==> config.mk <==
export PLATFORM = sky130hd
export DESIGN_NAME = mem_port_arbiter
export DESIGN_NICKNAME = d
export VERILOG_FILES = /design/src/rtl/mem_arb_pkg.sv /design/src/rtl/arb_priority_sel.sv /design/src/rtl/mem_port_arbiter.sv
export SDC_FILE = /design/constraint.sdc
export NUM_CORES = 1
export LEC_CHECK = 0
export ABC_AREA = 1
export BUFFER_PORTS_ARGS = -buffer_cell sky130_fd_sc_hd__buf_4
export CAP_MARGIN = 20
export CELL_PAD_IN_SITES_DETAIL_PLACEMENT = 0
export CELL_PAD_IN_SITES_GLOBAL_PLACEMENT = 1
export CORE_MARGIN = 5
export CORE_UTILIZATION = 35
export DETAILED_ROUTE_END_ITERATION = 7
export GPL_ROUTABILITY_DRIVEN = 1
export PLACE_DENSITY = 0.88
export SYNTH_ARGS = -nofsm -noshare
export SYNTH_HDL_FRONTEND = slang
export SYNTH_SLANG_ARGS = --single-unit
export TNS_END_PERCENT = 30
==> constraint.sdc <==
create_clock -name clock -period 3.05 [get_ports clock]
set_clock_uncertainty 0.05 [all_clocks]
set_input_delay 0.61 -clock clock [delete_from_list [all_inputs] [get_ports clock]]
set_output_delay 0.61 -clock clock [all_outputs]
set_load 0.005 [all_outputs]
==> src/rtl/mem_arb_pkg.sv <==
// Shared types and defaults for the IF/MEM unified-memory port arbiter.
package mem_arb_pkg;

    typedef enum logic [1:0] {IDLE, ISSUE, WAIT, RESP} arb_state_t;

    localparam logic OWN_IF = 1'b0;
    localparam logic OWN_D  = 1'b1;

    localparam int DEF_MEM_LAT    = 2;
    localparam int DEF_STARVE_MAX = 4;

    // Wide enough for both the latency and the starvation counters (legal max 15).
    localparam int CNT_W = 4;

endpackage

==> src/rtl/arb_priority_sel.sv <==
// Winner select between fetch and data ports, plus the fetch starvation counter update.
module arb_priority_sel
    import mem_arb_pkg::*;
#(
    parameter int STARVE_MAX = DEF_STARVE_MAX
) (
    input  logic             arb_en,
    input  logic             if_req,
    input  logic             d_req,
    input  logic [CNT_W-1:0] starve_cnt,
    output logic             if_gnt,
    output logic             d_gnt,
    output logic [CNT_W-1:0] starve_nxt
);

    logic starved;

    assign starved = (starve_cnt == CNT_W'(STARVE_MAX));

    always_comb begin
        if_gnt     = arb_en && if_req && (!d_req || starved);
        d_gnt      = arb_en && d_req && !if_gnt;
        starve_nxt = starve_cnt;
        if (if_gnt)
            starve_nxt = '0;
        else if (d_gnt && if_req && !starved)
            starve_nxt = starve_cnt + CNT_W'(1);
    end

endmodule

==> src/rtl/mem_port_arbiter.sv <==
// Shares one fixed-latency single-ported word memory between the fetch and data ports.
// All state advances on the falling clock edge to line up with the CPU pipeline.
module mem_port_arbiter
    import mem_arb_pkg::*;
#(
    parameter int ADDR_W     = 32,
    parameter int DATA_W     = 32,
    parameter int MEM_LAT    = DEF_MEM_LAT,
    parameter int STARVE_MAX = DEF_STARVE_MAX
) (
    input  logic              clock,
    input  logic              reset_n,
    input  logic              if_req,
    input  logic [ADDR_W-1:0] if_addr,
    output logic              if_gnt,
    output logic              if_rvalid,
    output logic [DATA_W-1:0] if_rdata,
    input  logic              d_req,
    input  logic              d_we,
    input  logic [ADDR_W-1:0] d_addr,
    input  logic [DATA_W-1:0] d_wdata,
    output logic              d_gnt,
    output logic              d_rvalid,
    output logic [DATA_W-1:0] d_rdata,
    output logic              mem_en,
    output logic              mem_we,
    output logic [ADDR_W-3:0] mem_addr,
    output logic [DATA_W-1:0] mem_wdata,
    input  logic [DATA_W-1:0] mem_rdata
);

    arb_state_t        state, state_nxt;
    logic [CNT_W-1:0]  lat_cnt;
    logic [CNT_W-1:0]  starve_cnt, starve_nxt;
    logic              owner_q;
    logic              we_q;
    logic [ADDR_W-3:0] addr_q;
    logic [DATA_W-1:0] wdata_q;

    // Byte-offset bits are dropped: accesses are always whole words.
    logic unused_addr_bits;
    assign unused_addr_bits = ^{if_addr[1:0], d_addr[1:0]};

    arb_priority_sel #(.STARVE_MAX(STARVE_MAX)) u_sel (
        .arb_en     (state == IDLE),
        .if_req     (if_req),
        .d_req      (d_req),
        .starve_cnt (starve_cnt),
        .if_gnt     (if_gnt),
        .d_gnt      (d_gnt),
        .starve_nxt (starve_nxt)
    );

    assign mem_addr  = addr_q;
    assign mem_wdata = wdata_q;

    always_ff @(negedge clock or negedge reset_n) begin
        if (!reset_n) begin
            state      <= IDLE;
            lat_cnt    <= '0;
            starve_cnt <= '0;
            owner_q    <= OWN_IF;
            we_q       <= 1'b0;
            addr_q     <= '0;
            wdata_q    <= '0;
            if_rdata   <= '0;
            d_rdata    <= '0;
        end else begin
            state      <= state_nxt;
            starve_cnt <= starve_nxt;
            case (state)
                IDLE: if (if_gnt || d_gnt) begin
                    owner_q <= d_gnt ? OWN_D : OWN_IF;
                    we_q    <= d_gnt && d_we;
                    addr_q  <= d_gnt ? d_addr[ADDR_W-1:2] : if_addr[ADDR_W-1:2];
                    wdata_q <= d_wdata;
                end
                ISSUE: lat_cnt <= CNT_W'(MEM_LAT - 1);
                WAIT: begin
                    if (lat_cnt != '0)
                        lat_cnt <= lat_cnt - CNT_W'(1);
                    else if (!we_q) begin
                        if (owner_q == OWN_D) d_rdata  <= mem_rdata;
                        else                  if_rdata <= mem_rdata;
                    end
                end
                default: ;
            endcase
        end
    end

    always_comb begin
        state_nxt = state;
        mem_en    = 1'b0;
        mem_we    = 1'b0;
        if_rvalid = 1'b0;
        d_rvalid  = 1'b0;
        case (state)
            IDLE:  if (if_gnt || d_gnt) state_nxt = ISSUE;
            ISSUE: begin
                mem_en    = 1'b1;
                mem_we    = we_q;
                state_nxt = WAIT;
            end
            WAIT:  if (lat_cnt == '0) state_nxt = RESP;
            RESP: begin
                if_rvalid = (owner_q == OWN_IF);
                d_rvalid  = (owner_q == OWN_D);
                state_nxt = IDLE;
            end
            default: state_nxt = IDLE;
        endcase
    end

endmodule

==> load_flow_metrics.sql <==
INSERT INTO impl_metrics (metric_group, metric, value, unit) VALUES
('drt', 'final_antenna_net_count', '0', ''),
('global_routing', 'grt-ovfl-total', '0', ''),
('drt', 'firstDrtPassIters', '4', ''),
('synth', 'syn_inst', '631', ''),
('clocking', 'clock_tree.buffer_depth', '2', ''),
('global_routing', 'first_global_vias', '5349', ''),
('layout', 'most-common-layout-cells', '313 x buf_4, 220 x nand2_1, 138 x dfrtn_1', ''),
('clocking', 'clock_tree_from_tritoncts', 'done', ''),
('flow_run', 'cap_viol_max_count', '0', ''),
('layout', 'antenna-diode-count', '0', ''),
('clocking', 'cts.hold.buffers_added', '0', ''),
('global_routing', 'grt_max_degree', '55', ''),
('place', 'place_worst_setup_slack', '-0.216', 'ns'),
('sta', 'slew-limit-headroom', '0.682', ''),
('layout', 'layout-drive-gt1-share', '0.506', ''),
('place', 'hpwl', '12400', 'µm'),
('critical_path', 'critical_path.startpoint_type', 'flip-flop', ''),
('clocking', 'ctsHtreeMaxLevel', '4', ''),
('clocking', 'cts-buffers-inserted', '17', ''),
('synth', 'synth.net_count', '773', ''),
('sta', 'tightestPinTransition', '0.477', 'ns'),
('critical_path', 'endpoint_kind', 'primary output', ''),
('layout', 'design.final.nets', '1100', ''),
('drt', 'routed_wire_length_per_instance', '14.5', 'µm'),
('drt', 'finalWirelength', '17400', 'µm'),
('synth', 'syn_area_per_cell', '9.77', 'µm²'),
('clocking', 'clock_sinks', '138', ''),
('power_and_ir_drop', 'total_power', '9930', 'µW'),
('floorplanning', 'die_width', '143', 'µm'),
('synth', 'syn-cell-area', '6160', 'µm²'),
('layout', 'final_design_area_no_fill', '9530', 'µm²'),
('global_routing', 'track_usage', '0.165', ''),
('critical_path', 'worstRegToRegCells', '10', ''),
('power_and_ir_drop', 'power_density', '1040', 'nW/µm²'),
('clocking', 'clkTransAtPathRegs', '0.04', 'ns'),
('critical_path', 'worst-r2r-setup-slack', '0.86', 'ns'),
('critical_path', 'critical_path.reg2reg.endpoint', 'if_rdata[19]$_DFFE_NN0P_', ''),
('drt', 'detail_route.drc_violations', '0', ''),
('synth', 'synth_top_cell_area_share', '0.560', ''),
('layout', 'areaGrowthSynthToFinish', '54.7', '%'),
('floorplanning', 'floorplan.initialDensity', '0.356', ''),
('outcome', 'run_status', 'finished with violations', ''),
('sta', 'rsz_0062_raised_after_global_routing', 'true', ''),
('worst_hold_path', 'hold_path.class', 'flip-flop to flip-flop', ''),
('sta', 'final-hold-violation-count', '0', ''),
('outcome', 'failed_checks', 'setup timing', ''),
('place', 'gp_congestion', '0.786', ''),
('critical_path', 'timing.critical_path.fanout_max', '3', ''),
('synth', 'synth-seq-cells', '138', ''),
('drt', 'dr_total_vias', '5424', ''),
('drt', 'detail_route.iter0.violations', '203', ''),
('synth', 'synthDistinctLibCells', '26', ''),
('clocking', 'insertion_delay', '0.39', 'ns'),
('worst_hold_path', 'holdCritStartpoint', 'mem_wdata[0]$_DFFE_NN0P_', ''),
('synth', 'yosysSeqAreaShare', '0.560', ''),
('floorplanning', 'die-height', '143', 'µm'),
('synth', 'number_of_warnings_reported_in_the_yosys_synthesis_log', '0', ''),
('floorplanning', 'core_area', '17300', 'µm²'),
('floorplanning', 'floorplan.die_area', '20400', 'µm²'),
('power_and_ir_drop', 'power.ir.vdd_worst', '0.523', 'mV'),
('critical_path', 'worst_ep_required_time', '2.39', 'ns'),
('critical_path', 'timing.setup.critical_path_class', 'flip-flop to primary output', ''),
('place', 'dpl.cell_count', '1120', ''),
('global_routing', 'first_pass_grt_wire_length', '26800', 'µm'),
('critical_path', 'critical_path_launch_point', 'state[0]$_DFFE_NN0P_', ''),
('sta', 'worst_slack', '-0.537', 'ns'),
('sta', 'final-setup-viol-count', '132', ''),
('critical_path', 'crit_arrival', '2.93', 'ns'),
('place', 'placement.io_buffers', '260', ''),
('clocking', 'cts-root-buf', 'clkbuf_16', ''),
('critical_path', 'worst_r2r_startpoint', 'state[0]$_DFFE_NN0P_', '');
timing repair:
item,in CTS,in global routing
gates resized for setup,4,22
pin swaps,2,2
setup buffers,24,20
setup endpoints to repair,132,132
power breakdown:
| part | total (µW) | switching [µW] | internal [µW] |
|---|---|---|---|
| registers | 3330 | 529 | 2800 |
| logic | 4570 | 2060 | 2510 |
| clock network | 2020 | 810 | 1210 |
| total | 9930 | 3400 | 6530 |
how the worst max path moves through the flow:
stage | endpoint | slack [ns] | cells after the start
4_1_cts | if_rvalid | -0.54 | 5
3_3_place_gp | mem_addr[1]$_DFFE_NN0P_ | -0.19 | 7
5_1_grt | d_gnt | -0.59 | 6
3_5_place_dp | mem_addr[1]$_DFFE_NN0P_ | -0.22 | 7
6_report | d_gnt | -0.54 | 6
2_1_floorplan | d_gnt | -0.17 | 6
critical path, stage by stage, from the launching register on:
cell	delay, ns
dfrtn_1	0.37
inv_2	0.09
ha_4	0.17
nand2_4	0.06
a21oi_4	0.14
nor2_2	0.05
buf_4	0.13
synth_stat cells, drive strengths merged:
master,instances
o21ai,70
nand3,70
xnor2,1
dfrtn,138
ha,9
a21oi,3
or2,1
inv,50
buf,31
nand2,247
xor2,1
nor2,9
nor3,1
through the flow:
step	TNS [ns]	utilization
detailed placement	-9.11	0.493
finish	-9.44	0.551
global route	-14.10	0.551
floorplan	-0.308	-
global placement	-7.98	0.493
CTS	-11.45	0.538
routing by layer:
layer,routed length [µm],GRT usage,share of wire,vias to the layer above
li1,-,-,-,2660
met1,7200,0.210,0.41,2531
met2,8550,0.269,0.49,198
met3,1080,0.0338,0.062,35
met4,550,0.0805,0.032,0
met5,0,0,0,-
cells by family (layout without fill, tap and decap cells):
logic type	after synthesis	after routing	synth area share
AND/OR/NAND/NOR	328	328	0.248
buffers and inverters	81	421	0.0794
flip-flops	138	138	0.560
AO/OA/AOI/OAI	73	73	0.0916
adder cells (fa/ha/maj)	9	9	0.0183
XOR/XNOR	2	2	0.00284
final cells by class:
type,instances,area (µm²)
fillers,1611,7760
flip-flops and latches,138,3450
repair buffers,339,2730
multi-input cells,412,2300
clock buffers,19,433
well taps,225,282
inverters,50,190
clock inverters,13,146
registers in the layout, summed over array words and instances (netlist names):
signal      count
d_rdata        32
if_rdata       32
lat_cnt         4
mem_addr       30
mem_wdata      32
owner_q         1
starve_cnt      4
state           2
we_q            1
No activity file was read; power rests on OpenSTA's default activity.
